[config.mk]
export PLATFORM = sky130hd
export DESIGN_NAME = game_sequencer
export DESIGN_NICKNAME = d
export VERILOG_FILES = /design/src/rtl/game_pkg.sv /design/src/rtl/game_sequencer_frame_timer.sv /design/src/rtl/game_sequencer.sv
export SDC_FILE = /design/constraint.sdc
export NUM_CORES = 1
export LEC_CHECK = 0
export BUFFER_PORTS_ARGS = -buffer_cell sky130_fd_sc_hd__buf_2
export CAP_MARGIN = 20
export CORE_ASPECT_RATIO = 0.7
export CORE_MARGIN = 10
export CORE_UTILIZATION = 40
export CTS_CLUSTER_DIAMETER = 80
export DETAILED_ROUTE_END_ITERATION = 16
export HOLD_SLACK_MARGIN = 0.1
export PLACE_DENSITY = 0.6
export REMOVE_ABC_BUFFERS = 1
export SLEW_MARGIN = 10
export SYNTH_ARGS = -nofsm -noshare
export SYNTH_HDL_FRONTEND = slang
export SYNTH_SLANG_ARGS = --single-unit
[constraint.sdc]
create_clock -name i_clk -period 3.2 [get_ports i_clk]
set_input_delay 0.48 -clock i_clk [delete_from_list [all_inputs] [get_ports i_clk]]
set_output_delay 0.48 -clock i_clk [all_outputs]
set_load 0.05 [all_outputs]
[src/rtl/game_pkg.sv]
// Shared game types and constants: phase encoding, score/decoy sizing and screen geometry.
package game_pkg;

  localparam int SCORE_W    = 9;
  localparam int NUM_DECOYS = 6;
  localparam int SCREEN_W   = 640;
  localparam int SCREEN_H   = 480;

  typedef enum logic [2:0] {
    IDLE  = 3'd0,
    SERVE = 3'd1,
    PLAY  = 3'd2,
    LOST  = 3'd3,
    OVER  = 3'd4
  } state_t;

  function automatic int max3(input int a, input int b, input int c);
    int m;
    m = (a > b) ? a : b;
    return (m > c) ? m : c;
  endfunction

endpackage

[src/rtl/game_sequencer_frame_timer.sv]
// Saturating animate-strobe counter with clear; flags the term-th pulse and term-reached.
module frame_timer #(
  parameter int W = 9
) (
  input  logic         clk,
  input  logic         rst,
  input  logic         clr,
  input  logic         tick,
  input  logic [W-1:0] term,
  output logic         done,
  output logic         reached
);

  logic [W-1:0] cnt;

  always_ff @(posedge clk) begin
    if (rst)                      cnt <= '0;
    else if (clr)                 cnt <= '0;
    else if (tick && cnt != '1)   cnt <= cnt + 1'b1;
  end

  // done fires on the pulse that brings the count to term
  assign done    = tick && (cnt >= term - 1'b1);
  assign reached = (cnt >= term);

endmodule

[src/rtl/game_sequencer.sv]
// Game flow controller: phases, score/lives/level, paddle/ball/decoy enables.
// Optional HISCORE_EN adds a high-score register loaded on entry to OVER.
module game_sequencer #(
  parameter int LIVES        = 3,
  parameter int SERVE_FRAMES = 60,
  parameter int LOST_FRAMES  = 90,
  parameter int OVER_FRAMES  = 180,
  parameter int LEVEL_STEP   = 10,
  parameter int NUM_DECOYS   = game_pkg::NUM_DECOYS,
  parameter int SCORE_W      = game_pkg::SCORE_W
) (
  input  logic                  i_clk,
  input  logic                  i_rst,
  input  logic                  i_animate,
  input  logic                  i_start,
  input  logic                  i_hit,
  input  logic                  i_miss,
  output logic [2:0]            o_state,
  output logic                  o_ball_hold,
  output logic                  o_paddle_en,
  output logic [NUM_DECOYS-1:0] o_decoy_en,
  output logic [SCORE_W-1:0]    o_score,
  output logic [2:0]            o_lives,
  output logic [2:0]            o_level,
  output logic                  o_over
`ifdef HISCORE_EN
  , output logic [SCORE_W-1:0]  o_hiscore
`endif
);
  import game_pkg::*;

  localparam int FW = $clog2(max3(SERVE_FRAMES, LOST_FRAMES, OVER_FRAMES)) + 1;
  localparam int SW = $clog2(LEVEL_STEP + 1);

  state_t                  state_q, state_d;
  logic [SCORE_W-1:0]      score_d;
  logic [2:0]              lives_d, level_d;
  logic [SW-1:0]           step_q, step_d;
  logic [NUM_DECOYS-1:0]   decoy_d;
  logic                    start_q, start_edge, live;
  logic                    t_done, t_reached, t_clr;
  logic [FW-1:0]           t_term;

  assign start_edge = i_start & ~start_q;
  assign t_clr      = (state_d != state_q);
  assign o_state    = state_q;

  always_comb begin
    t_term = '0;
    case (state_q)
      SERVE:   t_term = FW'(SERVE_FRAMES);
      LOST:    t_term = FW'(LOST_FRAMES);
      OVER:    t_term = FW'(OVER_FRAMES);
      default: t_term = '0;
    endcase
  end

  frame_timer #(.W(FW)) u_timer (
    .clk(i_clk), .rst(i_rst), .clr(t_clr), .tick(i_animate),
    .term(t_term), .done(t_done), .reached(t_reached)
  );

  always_ff @(posedge i_clk) begin
    if (i_rst) begin
      state_q <= IDLE;
      start_q <= 1'b0;
    end else begin
      state_q <= state_d;
      start_q <= i_start;
    end
  end

  always_comb begin
    state_d = state_q;
    score_d = o_score;
    lives_d = o_lives;
    level_d = o_level;
    step_d  = step_q;
    case (state_q)
      IDLE, OVER: begin
        // OVER only honours a start once the minimum freeze has elapsed
        if (start_edge && (state_q == IDLE || t_reached)) begin
          state_d = SERVE;
          score_d = '0;
          level_d = '0;
          step_d  = '0;
          lives_d = 3'(LIVES);
        end
      end
      SERVE: if (t_done) state_d = PLAY;
      LOST:  if (t_done) state_d = SERVE;
      PLAY: begin
        if (i_miss) begin
          lives_d = o_lives - 3'd1;
          state_d = (o_lives == 3'd1) ? OVER : LOST;
        end else if (i_hit) begin
          if (o_score != '1) score_d = o_score + 1'b1;
          if (step_q == SW'(LEVEL_STEP - 1)) begin
            step_d = '0;
            if (o_level != 3'(NUM_DECOYS)) level_d = o_level + 3'd1;
          end else begin
            step_d = step_q + 1'b1;
          end
        end
      end
      default: state_d = IDLE;
    endcase
  end

  // Enables are registered from the next state so they change with o_state
  always_comb begin
    live = (state_d == SERVE) || (state_d == PLAY) || (state_d == LOST);
    for (int i = 0; i < NUM_DECOYS; i++) decoy_d[i] = live && (level_d > 3'(i));
  end

  always_ff @(posedge i_clk) begin
    if (i_rst) begin
      o_ball_hold <= 1'b1;
      o_paddle_en <= 1'b0;
      o_decoy_en  <= '0;
      o_score     <= '0;
      o_lives     <= 3'(LIVES);
      o_level     <= '0;
      o_over      <= 1'b0;
      step_q      <= '0;
    end else begin
      o_ball_hold <= (state_d != PLAY);
      o_paddle_en <= (state_d == SERVE) || (state_d == PLAY);
      o_decoy_en  <= decoy_d;
      o_score     <= score_d;
      o_lives     <= lives_d;
      o_level     <= level_d;
      o_over      <= (state_d == OVER);
      step_q      <= step_d;
    end
  end

`ifdef HISCORE_EN
  always_ff @(posedge i_clk) begin
    if (i_rst)
      o_hiscore <= '0;
    else if (state_d == OVER && state_q != OVER && o_score > o_hiscore)
      o_hiscore <= o_score;
  end
`endif

endmodule

==> impl_metrics.csv <==
group,metric,value,unit
setup_path,cp_slowest_cell,"a2111o_1",
global_routing,grt_max_degree,15,
setup_path,crit_chain,"buf_4 -> nand2b_1 -> a21o_1 -> ha_2 -> xnor2_1 -> ha_1 -> a21o_1 -> a21oi_1 -> a2111o_1 -> a211oi_4 -> buf_4 -> xnor2_4 -> nor3_1",
route,drt-vias-per-instance,5.44,
clock_tree,clkTransAtPathRegs,0.08,ns
floorplanning,row_count,23,
place,dp_slack,0.133,ns
place,portBuffers,32,
setup_path,crit_path_max_fanout,9,
hold_path,hold_depth,2,
floorplanning,fp.dieArea,0.00979,mm²
power,vdd_drop_max,211,µV
power,pwr-share-clk,32.4,%
clock_tree,htreeDepth,2,
route,ant_nets,0,
synth,synth_area_per_cell,8.82,µm²
finish,fin_util,48.8,%
clock_tree,clock-sinks,41,
floorplanning,die_h,85.8,µm
timing,grt_setup_unrepaired,"false",
timing,fin_worst_skew,0.00540,ns
finish,areaGrowthSynthToFinish,15.7,%
synth,synth_top_area_share,33.1,%
floorplanning,initial_utilization,42.2,%
power,p_comb_share,25.9,%
synth,yosysSeqAreaShare,33.1,%
power,switchingPower,411,µW
synth,yosysTopAreaCell,"dfxtp_1",
route,drt_wl_total,6140,µm
hold_path,hp-start,"i_start",
place,hpwl,4650,µm
timing,setup_viol,0,
timing,worst_slack,0.178,ns
power,p_sw_share,32.0,%
setup_path,r2r_slack,0.18,ns
route,drtIter0Drc,146,
run_status,status,"finished, final reports clean",
setup_path,crit_path_max_incr_delay,0.47,ns
global_routing,grt_pass1_vias,1956,
synth,synthFlopType,"dfxtp_1",
setup_path,reg2reg_from,"o_state[0]",
setup_path,reg2reg_depth,13,
route,drc,0,
timing,slew_headroom,59.5,%
setup_path,critical_path_class,"flop to flop",
flow_run,cap_viol_max_count,0,
clock_tree,cts_tree,"yes",
global_routing,antenna_found_initial,0,
power,power_density,448,mW/mm²
floorplanning,io_pins,33,
timing,period_share,94.4,%
finish,drive_gt1_share,20.2,%
clock_tree,numCtsBuffers,5,
finish,layout.nets,354,
place,gp_congestion,0.870,
setup_path,crit_arrival,3.24,ns
synth,synth_area,0.00248,mm²
global_routing,grt_first_pass_wirelength,10100,µm
synth,synth_edf_count,0,
synth,synth.area.top_cells,"dfxtp_1, ha_1, a21oi_1",
global_routing,grt_util_all_layers,12.5,%
power,leakage,1.22,nW
power,p_int,872,µW
synth,yosysWarnings,0,
synth,synth_cell_types,56,
global_routing,grt-ovfl-total,0,
clock_tree,clk_latency,0.30,ns
clock_tree,hold_buffers,0,
timing,hold_viol,0,
finish,antennaDiodeCount,0,
setup_path,cp.required,3.42,ns
synth,syn_inst,281,
route,drtPass1Iterations,4,
clock_tree,cts_max_path_buffers,2,
timing,tightest_slew,0.602,ns
setup_path,critPathLaunchType,"flop",
timing,slew_viol_final,0,
hold_path,hold_class,"input pin to flop",
route,vias,2160,
floorplanning,die_w,114,µm
floorplanning,core,0.00587,mm²
power,total_power,1.28,mW
timing,fmax,331,MHz
setup_path,end_kind,"flop",
timing,layout_min_cycle_time,3.02,ns
clock_tree,clock-root-buffer,"clkbuf_8",
power,p_seq_share,41.7,%
route,wl_per_cell,15.5,µm
setup_path,reg2reg_to,"u_timer.cnt[1]",
hold_path,hold-path-endpoint,"start_q",
synth,ys_ff_latch,41,
synth,async_flop_share,0,%
[synth_stat cells (6+ instances only)]
master,number
inv_1,18
nand3_1,6
nand4_1,9
or3_1,7
nand2_1,19
dfxtp_1,41
nor2b_1,7
nor3_1,11
xnor2_1,6
o21ai_0,12
a21oi_1,20
ha_1,26
nor2_1,23
[per-layer routing]
layer	vias up	wire [µm]	global-route usage, %
li1	1092	-	-
met1	1005	3350	18.9
met2	54	2240	16.0
met3	9	482	4.04
met4	0	76	3.63
met5	-	0	0
[worst max-delay path: cells and delay by family, from the launching register on]
kind            cells  cell delay [ns]
compound gates      5             1.12
xor+xnor            2             0.24
fa+ha+maj           2             0.49
buf+inv             2             0.38
flops               1             0.32
simple gates        2             0.38
[timing repair]
action | 4_1_cts | 5_1_grt
buffers inserted | 0 | 2
resized for setup | 0 | 2
setup endpoints to repair | 0 | 9
[cells in the final DEF, fill, tap and decap left out, types with 2 or more instances in the layout]
| cell | instances |
|---|---|
| o2111ai_1 | 2 |
| a211oi_4 | 2 |
| nor3_1 | 11 |
| nor2b_1 | 7 |
| nor3_2 | 2 |
| a21o_1 | 4 |
| dfxtp_1 | 41 |
| clkbuf_8 | 5 |
| a31oi_1 | 4 |
| buf_4 | 9 |
| nand3_1 | 6 |
| o31ai_1 | 4 |
| o21ai_0 | 12 |
| or4_1 | 4 |
| and3_1 | 2 |
| nand2_1 | 19 |
| a21oi_1 | 20 |
| nor2_1 | 23 |
| o21a_1 | 2 |
| a211oi_1 | 2 |
| buf_2 | 32 |
| xor2_1 | 5 |
| inv_1 | 18 |
| nand2b_1 | 5 |
| nand4_1 | 9 |
| mux2i_1 | 5 |
| or3_1 | 7 |
| ha_1 | 25 |
| xnor2_1 | 6 |
[metrics by stage]
step,hold slack [ns],setup TNS (ns),cells,cell area (µm²)
after floorplan,0.447,-10.43,274,2430
after global placement,0.473,0,388,2730
after detailed placement,0.481,0,388,2730
after CTS,0.398,0,395,2840
after global routing,0.438,0,397,2870
final,0.398,0,397,2870
[worst max-delay path by stage]
| stage | from | to | slack [ns] | cells after the start |
|---|---|---|---|---|
| floorplan | o_state[0] | u_timer.cnt[0] | -0.48 | 12 |
| global placement | o_state[0] | u_timer.cnt[0] | 0.18 | 12 |
| detailed placement | o_state[0] | u_timer.cnt[1] | 0.13 | 12 |
| CTS | o_state[0] | u_timer.cnt[1] | 0.10 | 12 |
| global route | o_state[0] | o_decoy_en[2] | 0.003 | 10 |
| finish | o_state[0] | u_timer.cnt[1] | 0.18 | 13 |
[state kept, by name, summed over array words and instances (netlist names)]
signal,cells
o_level,3
o_decoy_en,6
o_ball_hold,1
o_paddle_en,1
u_timer.cnt,9
o_lives,3
o_score,9
o_over,1
start_q,1
step_q,4
o_state,3
[final cells by class]
type / instances / area (µm²)
clock buffer: 5 / 68.8
clock inverter: 2 / 35.0
fill: 581 / 3010
inverter: 19 / 71.3
multi-input combinational: 214 / 1550
sequential: 41 / 821
tap: 75 / 93.8
timing repair buffer: 41 / 228
[cell families after synthesis]
family / count (synthesis) / synth area share (%)
XOR/XNOR: 12 / 4.55
multiplexers: 5 / 2.02
AO/OA/AOI/OAI: 64 / 18.9
adder cells (fa/ha/maj): 26 / 13.1
buffers and inverters: 26 / 4.95
other: 1 / 0.151
AND/OR/NAND/NOR: 106 / 23.2
flip-flops: 41 / 33.1
[power by group through the flow]
stage | sequential, mW | combinational (mW) | clock [mW]
floorplan | 0.580 | 0.184 | 0
global placement | 0.546 | 0.304 | 0
detailed placement | 0.546 | 0.304 | 0
CTS | 0.534 | 0.306 | 0.421
global route | 0.537 | 0.363 | 0.437
finish | 0.534 | 0.332 | 0.416
No activity file was read; power rests on OpenSTA's default activity.
